`src/rtl/oport_wrr_arbiter_pkg.sv`:
```
// rtl/oport_wrr_arbiter_pkg.sv - shared constants and helpers for the output-port WRR arbiter
package oport_wrr_arbiter_pkg;

  // Default width of per-requester weights and the packet counter
  localparam int WEIGHTW_DEFAULT = 4;

  // Ceiling log2, never below 1 so a single requester still gets a 1-bit index
  function automatic int clog2(input int value);
    int r;
    r = 0;
    while ((1 << r) < value) r++;
    return (r < 1) ? 1 : r;
  endfunction

endpackage

```
`src/rtl/oport_wrr_arbiter_rr_first_one_onehot.sv`:
```
// rtl/oport_wrr_arbiter_rr_first_one_onehot.sv - circular first-one search from a priority pointer
module rr_first_one_onehot #(
  parameter int N  = 4,
  parameter int PW = 2
) (
  input  logic [N-1:0]  req,
  input  logic [PW-1:0] ptr,
  output logic [N-1:0]  grant
);

  logic [2*N-1:0] dbl;
  logic [2*N-1:0] masked;
  logic [2*N-1:0] first;

  // Double the request vector, drop bits below ptr, isolate the lowest survivor, fold halves
  always_comb begin
    dbl    = {req, req};
    masked = dbl & ({(2*N){1'b1}} << ptr);
    first  = masked & ~(masked - {{(2*N-1){1'b0}}, 1'b1});
    grant  = first[N-1:0] | first[2*N-1:N];
  end

endmodule

```
`src/rtl/oport_wrr_arbiter.sv`:
```
// rtl/oport_wrr_arbiter.sv - packet-level weighted round-robin arbiter with wormhole lock
module oport_wrr_arbiter
  import oport_wrr_arbiter_pkg::*;
#(
  parameter int N       = 4,
  parameter int WEIGHTw = WEIGHTW_DEFAULT
) (
  input  logic                 clk,
  input  logic                 reset,
  input  logic [N-1:0]         req,
  input  logic [N-1:0]         tail,
  input  logic [N*WEIGHTw-1:0] weight_all,
  input  logic                 oport_ready,
  output logic [N-1:0]         grant,
  output logic                 grant_valid,
  output logic                 locked,
  output logic [N-1:0]         weight_consumed
);

  localparam int PW = clog2(N);
  localparam logic [PW-1:0]      LAST  = PW'(N - 1);
  localparam logic [WEIGHTw-1:0] W_ONE = WEIGHTw'(1);

  logic [PW-1:0]      ptr;
  logic [PW-1:0]      owner;
  logic [WEIGHTw-1:0] cnt;

  logic [N-1:0]       rr_grant;
  logic [PW-1:0]      g_idx;
  logic [WEIGHTw-1:0] g_weight;
  logic [WEIGHTw-1:0] w_eff;
  logic [WEIGHTw:0]   cnt_next;
  logic [PW-1:0]      ptr_next;
  logic               complete;
  logic               keep_ptr;
  logic               jump;
  logic               advance;

  rr_first_one_onehot #(
    .N  (N),
    .PW (PW)
  ) u_rr (
    .req   (req),
    .ptr   (ptr),
    .grant (rr_grant)
  );

  // Grant: suppressed in reset or without credit, pinned to the owner while a packet is open
  always_comb begin
    grant = '0;
    if (!reset && oport_ready) begin
      if (locked) grant[owner] = req[owner];
      else        grant = rr_grant;
    end
  end

  assign grant_valid = |grant;

  // Encode the granted requester and pick up its weight
  always_comb begin
    g_idx    = '0;
    g_weight = '0;
    for (int i = 0; i < N; i++) begin
      if (grant[i]) begin
        g_idx    = PW'(i);
        g_weight = weight_all[i*WEIGHTw +: WEIGHTw];
      end
    end
  end

  // Completion decision: stay on ptr, jump ptr to a heavier winner, or move past the winner
  always_comb begin
    w_eff    = (g_weight == '0) ? W_ONE : g_weight;
    cnt_next = {1'b0, cnt} + {{WEIGHTw{1'b0}}, 1'b1};
    ptr_next = (g_idx == LAST) ? '0 : g_idx + PW'(1);
    complete = grant_valid && tail[g_idx];
    keep_ptr = (g_idx == ptr) && (cnt_next < {1'b0, w_eff});
    jump     = (g_idx != ptr) && (w_eff > W_ONE);
    advance  = complete && !keep_ptr && !jump;
  end

  // Pulse the requester the pointer is leaving
  always_comb begin
    weight_consumed = '0;
    if (advance) weight_consumed[g_idx] = 1'b1;
  end

  // Arbitration state: pointer, served-packet counter, wormhole lock and owner
  always_ff @(posedge clk or posedge reset) begin
    if (reset) begin
      ptr    <= '0;
      cnt    <= '0;
      locked <= 1'b0;
      owner  <= '0;
    end else if (grant_valid) begin
      if (tail[g_idx]) begin
        locked <= 1'b0;
        if (keep_ptr) begin
          cnt <= cnt_next[WEIGHTw-1:0];
        end else if (jump) begin
          ptr <= g_idx;
          cnt <= W_ONE;
        end else begin
          ptr <= ptr_next;
          cnt <= '0;
        end
      end else if (!locked) begin
        locked <= 1'b1;
        owner  <= g_idx;
      end
    end
  end

endmodule

```
`config.mk`:
```
export PLATFORM = sky130hd
export DESIGN_NAME = oport_wrr_arbiter
export DESIGN_NICKNAME = d
export VERILOG_FILES = /design/src/rtl/oport_wrr_arbiter_pkg.sv /design/src/rtl/oport_wrr_arbiter_rr_first_one_onehot.sv /design/src/rtl/oport_wrr_arbiter.sv
export SDC_FILE = /design/constraint.sdc
export NUM_CORES = 1
export LEC_CHECK = 0
export ABC_AREA = 1
export ABC_CLOCK_PERIOD_IN_PS = 2870
export CORE_AREA = 4 4 51 63
export DETAILED_ROUTE_END_ITERATION = 10
export DIE_AREA = 0 0 55 67
export GPL_TIMING_DRIVEN = 0
export PLACE_DENSITY_LB_ADDON = 0.2
export SKIP_CTS_REPAIR_TIMING = 1
export SLEW_MARGIN = 20
export SYNTH_ARGS = -nofsm -noshare
export SYNTH_HDL_FRONTEND = slang
export SYNTH_SLANG_ARGS = --single-unit
```
`constraint.sdc`:
```
create_clock -name clk -period 2.87 [get_ports clk]
set_input_delay 0.287 -clock clk [delete_from_list [all_inputs] [get_ports clk]]
set_output_delay 0.287 -clock clk [all_outputs]
set_load 0.02 [all_outputs]
```
# ---- Word-level counts from Yosys, hierarchy flattened
# Cells that the tools add are included.
dict set report op_classes {
  n_addsub 3
  mul 0
  n_div 0
  order_cmp 6
  n_eq_ne 3
  shift 1
  n_mux 24
  n_bitwise 8
  reduce_logical 16
}
# operator count
set ops {}
lappend ops {{$mux W4} 9}
lappend ops {{$and A8 B8 Y8} 2}
lappend ops {{$logic_and A1 B1 Y1} 8}
lappend ops {{$mux W2} 4}
lappend ops {{$not A8 Y8} 1}
lappend ops {{$shl A8 B2 Y8 const A} 1}
lappend ops {{$sub A8 B1 Y8 const B} 1}
lappend ops {{$mux W1} 7}
lappend ops {{$lt A2 B3 Y1 const B} 2}
lappend ops {{$reduce_and A3 Y1} 2}
lappend ops {{$add A4 B1 Y5 const B} 1}
lappend ops {{$lt A5 B4 Y1} 1}
lappend ops {{$and A4 B4 Y4} 1}
lappend ops {{$bmux W1 S2} 2}
lappend ops {{$demux W1 S2} 2}
lappend ops {{$ge A2 B1 Y1 const B} 2}
lappend ops {{$gt A4 B1 Y1 const B} 1}
lappend ops {{$logic_not A4 Y1} 1}
lappend ops {{$or A4 B4 Y4} 1}
lappend ops {{$reduce_or A4 Y1} 1}
lappend ops {{$logic_not A1 Y1} 3}
lappend ops {{$not A1 Y1} 3}
lappend ops {{$add A2 B1 Y2 const B} 1}
lappend ops {{$eq A2 B2 Y1} 1}
lappend ops {{3 further kinds} 3}
dict set report word_totals {
  regBits 9
  latchBits 0
  mem_bits_rw 0
  romBits 0
  out_inout_bits 10
  wordCells 65
  n_memories 0
}

# ---- Depth between registers and ports, before layout
dict set report logic_depth {
  ltp_word 20
  mapped_depth 17
  ltp_nobuf 17
}

# ---- By module
# From an unflattened synthesis, not the netlist that was laid out.
dict set report hier_totals {
  hier_cells 182
  area_unflattened_um2 1122.3
}
# mod n_inst cells_per_inst area_per_inst_um2
set by_module_without_submodules {}
lappend by_module_without_submodules {oport_wrr_arbiter 1 159 1014.7}
lappend by_module_without_submodules {rr_first_one_onehot 1 23 107.6}

# ---- Least setup slack after synthesis
# Ideal clock, no wire load.
dict set report synth_timing {
  path_type {input-to-output}
  from {in reset}
  to {out weight_consumed[0]}
  arrival_ns 2.196
  t_required_ns 2.583
  setup_slack_ns 0.387
  path_stages 13
  path_buffers 0
  path_cell_list {inv_1 > nand2_1 > a21oi_1 > nand3_1 > nand2_1 > nor2_2 > ha_1 > nand4_1 > nand3_1 > nor2_4 > nand2_4 > nand2_2 > nor2_1}
}
dict set report synth_between {
  elab_chain_len 15
}
# item line_no
set synth_lines {}
lappend synth_lines {{start: declaration} oport_wrr_arbiter.sv:9} ;# input logic reset,
lappend synth_lines {{$logic_not A1 Y1 (no source line) *} n/a}
lappend synth_lines {{$logic_and A1 B1 Y1 *} oport_wrr_arbiter.sv:51} ;# if (!reset && oport_ready) begin
lappend synth_lines {{$mux W4 *} oport_wrr_arbiter.sv:51}
lappend synth_lines {{$mux W4 (4 in a row)} oport_wrr_arbiter.sv:64} ;# if (grant[i]) begin
lappend synth_lines {{$logic_not A4 Y1} oport_wrr_arbiter.sv:73} ;# w_eff = (g_weight == '0) ? W_ONE : g_weight;
lappend synth_lines {{$mux W4} oport_wrr_arbiter.sv:73}
lappend synth_lines {{$lt A5 B4 Y1} oport_wrr_arbiter.sv:77} ;# keep_ptr = (g_idx == ptr) && (cnt_next < {1'b0, w_eff});
lappend synth_lines {{$logic_and A1 B1 Y1} oport_wrr_arbiter.sv:77}
lappend synth_lines {{$logic_not A1 Y1} oport_wrr_arbiter.sv:79} ;# advance = complete && !keep_ptr && !jump;
lappend synth_lines {{$logic_and A1 B1 Y1 (2 in a row)} oport_wrr_arbiter.sv:79}
lappend synth_lines {{$mux W4 *} oport_wrr_arbiter.sv:85} ;# if (advance) weight_consumed[g_idx] = 1'b1;
lappend synth_lines {{end: declaration} oport_wrr_arbiter.sv:17} ;# output logic [N-1:0] weight_consumed
# Mark *: on every way between the ends. The rest lies on a longest branch, timed or not. The select of a mux whose other input is x is not followed.

# ---- Worst setup path after layout
dict set report layout_timing {
  from {in reset}
  to {out grant_valid}
}
dict set report layout_between {
  elab_chain_len 4
}
# item line_no
set layout_lines {}
lappend layout_lines {{$logic_not A1 Y1 (no source line)} n/a}
lappend layout_lines {{$logic_and A1 B1 Y1} oport_wrr_arbiter.sv:51}
lappend layout_lines {{$mux W4} oport_wrr_arbiter.sv:51}
lappend layout_lines {{$reduce_or A4 Y1} oport_wrr_arbiter.sv:57} ;# assign grant_valid = |grant;
lappend layout_lines {{end: declaration} oport_wrr_arbiter.sv:15} ;# output logic grant_valid,
# No other way between the ends.

==> flow_metrics.py <==
metrics = {
    "placed_design": {
        "place_hpwl_um": 2640,
        "dp_worst_setup_slack_ps": -766,
        "numPortBuffers": 35,
        "finalWeightedCongestion": 0.761,
    },
    "worst_setup_path": {
        "critPathLaunch": "reset",
        "rrSetupSlack_ps": 690,
        "worstSetupPathType": "in2out",
        "r2r_cells": 15,
        "cp_data_arrival_time_ps": 2480,
        "critPathCaptureType": "output port",
        "r2r-end": "ptr[0]",
        "reg2reg_from": "ptr[1]",
        "crit_required_ps": 2580,
        "worstPathMaxFanout": 7,
        "startpoint_type": "input port",
        "endpoint": "grant_valid",
    },
    "global_route": {
        "antenna_found_initial": 0,
        "grt_first_pass_wirelength_um": 5210,
        "grt_max_degree": 11,
        "overflow": 0,
        "grt_pass1_vias": 1315,
        "grt_util_all_layers_pct": 18.7,
    },
    "synthesis": {
        "syn-num-nets": 210,
        "synth-adder-area-share_pct": 7.35,
        "synthSimpleGateAreaFrac_pct": 52.9,
        "synth_xor_area_share_pct": 1.47,
        "synth_top_family_by_area": "simple AND/OR/NAND/NOR gates",
        "synth-compound-area-share_pct": 9.86,
        "ys_types": 28,
        "synth_cells": 176,
        "avgSynthCellArea_um2": 6.77,
        "ys_seq_area_share_pct": 18.9,
        "yosysWarnings": 0,
        "muxShareOfSynthArea_pct": 0,
        "ys.flop_type": "dfrtp_1",
        "synth-edff-count": 0,
        "syn_area_um2": 1190,
        "async_reset_ff_share_pct": 100,
        "synth-seq-cells": 9,
    },
    "floorplan": {
        "chipWidth_um": 55,
        "core_um2": 2650,
        "start_util_pct": 44.9,
        "die_h_um": 67,
        "dieArea_um2": 3690,
        "rows": 21,
        "io_pins": 37,
    },
    "route": {
        "viasPerCell": 5.27,
        "drtIter0Drc": 46,
        "totalWireLength_um": 3440,
        "wl_per_cell_um": 13.4,
        "vias": 1350,
        "drc": 0,
        "ant_nets": 0,
        "firstDrtPassIters": 4,
    },
    "status": {
        "status": "finished clean",
    },
    "pwr": {
        "ir_drop_mv": 0.636,
        "powerDensity_nw_per_um2": 856,
        "p_leak_nw": 0.859,
        "p_total_mw": 1.53,
    },
    "finish": {
        "drive_gt1_share_pct": 32.4,
        "final_nets": 257,
        "final_util_pct": 67.5,
        "layout_commonest_cell": "nand2_1",
        "final_cell_mix": "37 x nand2_1, 29 x clkdlybuf4s50_1, 22 x nand3_1",
        "num_antenna_cells": 0,
        "area_growth_pct": 50.2,
    },
    "clocking": {
        "insertion_delay_ps": 270,
        "cts_buffers": 3,
        "cts_tree": "yes",
        "htreeDepth": 1,
        "clockBufferDepth": 2,
        "cts_root_buffer": "clkbuf_4",
        "cts.sinks": 9,
        "clkTransAtPathRegs_ps": 60,
    },
    "sta": {
        "fmax_mhz": 361,
        "finalSetupViolations": 0,
        "tightest_slew_ps": 366,
        "hold_ws_ps": 284,
        "fin_ws_ps": 102,
        "finalHoldViolCount": 0,
        "fin_crit_sh_pct": 96.4,
        "min_period_ps": 2770,
        "final_max_slew_viol_count": 0,
        "fin_skew_ps": 6.74,
        "maxSlewHeadroom_pct": 75.5,
    },
    "job": {
        "max_cap_violations": 0,
    },
    "hold_path": {
        "hold_class": "in2async",
    },
}
cells by family after synthesis:
group	count (synthesis)
flops	9
simple gates	110
xor+xnor	2
buf+inv	29
fa+ha+maj	7
compound gates	19
worst max-delay path, cell delays in order:
cell	delay [ps]
clkdlybuf4s50_1	500
clkinvlp_4	190
nand2_4	160
a21oi_4	60
buf_4	160
nand2_8	100
nand2_8	90
nor3_4	310
inv_1	70
clkdlybuf4s50_1	540
state kept, by name, summed over array words and instances, names as in the netlist:
register  cells
locked        1
cnt           4
owner         2
ptr           2
cell type report:
class	instances	area (um2)
Buffer	2	12.5
Clock buffer	4	26.3
Fill cell	222	863
Inverter	27	110
Multi-Input combinational cell	138	968
Sequential cell	9	228
Tap cell	34	42.5
Timing Repair Buffer	42	403
how the worst min path moves through the flow:
stage	slack, ps	end	start	depth (start not counted)
final	280	ptr[1]	reset	2
after global routing	280	ptr[1]	reset	2
after CTS	300	cnt[1]	reset	2
after detailed placement	520	cnt[1]	cnt[1]	2
after global placement	500	cnt[1]	cnt[1]	2
after floorplan	120	cnt[0]	reset	1
routing by layer:
| metal | up-vias | GRT usage [%] | wire length, um |
|---|---|---|---|
| met5 | - | 0 | 0 |
| met4 | 0 | 7.90 | 36 |
| met3 | 6 | 2.91 | 129 |
| met2 | 33 | 34.3 | 1950 |
| met1 | 640 | 20.1 | 1320 |
| li1 | 671 | - | - |
power by group:
part | switching, mW | total, mW | internal (mW)
logic | 0.723 | 1.18 | 0.460
clock network | 0.0482 | 0.102 | 0.0537
registers | 0.0661 | 0.247 | 0.181
total | 0.838 | 1.53 | 0.695
Yosys cell counts, types with 2 or more instances:
master | count | share of area, %
nor2_2 | 4 | 2.1
ha_1 | 7 | 7.3
nand3_2 | 2 | 1.7
nand2_1 | 41 | 13
nand3_1 | 26 | 11
o21ai_1 | 2 | 0.84
nand2_2 | 9 | 4.7
nand3_4 | 2 | 2.9
xor2_1 | 2 | 1.5
inv_2 | 3 | 0.94
dfrtp_1 | 9 | 19
a21oi_1 | 9 | 3.8
o21ai_0 | 4 | 1.7
nand2_4 | 5 | 4.7
buf_2 | 2 | 0.84
nand4_1 | 6 | 3.1
inv_1 | 23 | 7.2
nor2_1 | 10 | 3.1
through the flow:
step	TNS, ps	instances	instance area, um2
2_1_floorplan	0	176	1190
3_3_place_gp	-2690	245	1590
3_5_place_dp	-3210	245	1590
4_1_cts	-3090	249	1610
5_1_grt	-116	256	1790
6_report	0	256	1790
Power figures use the tool's default switching activity.
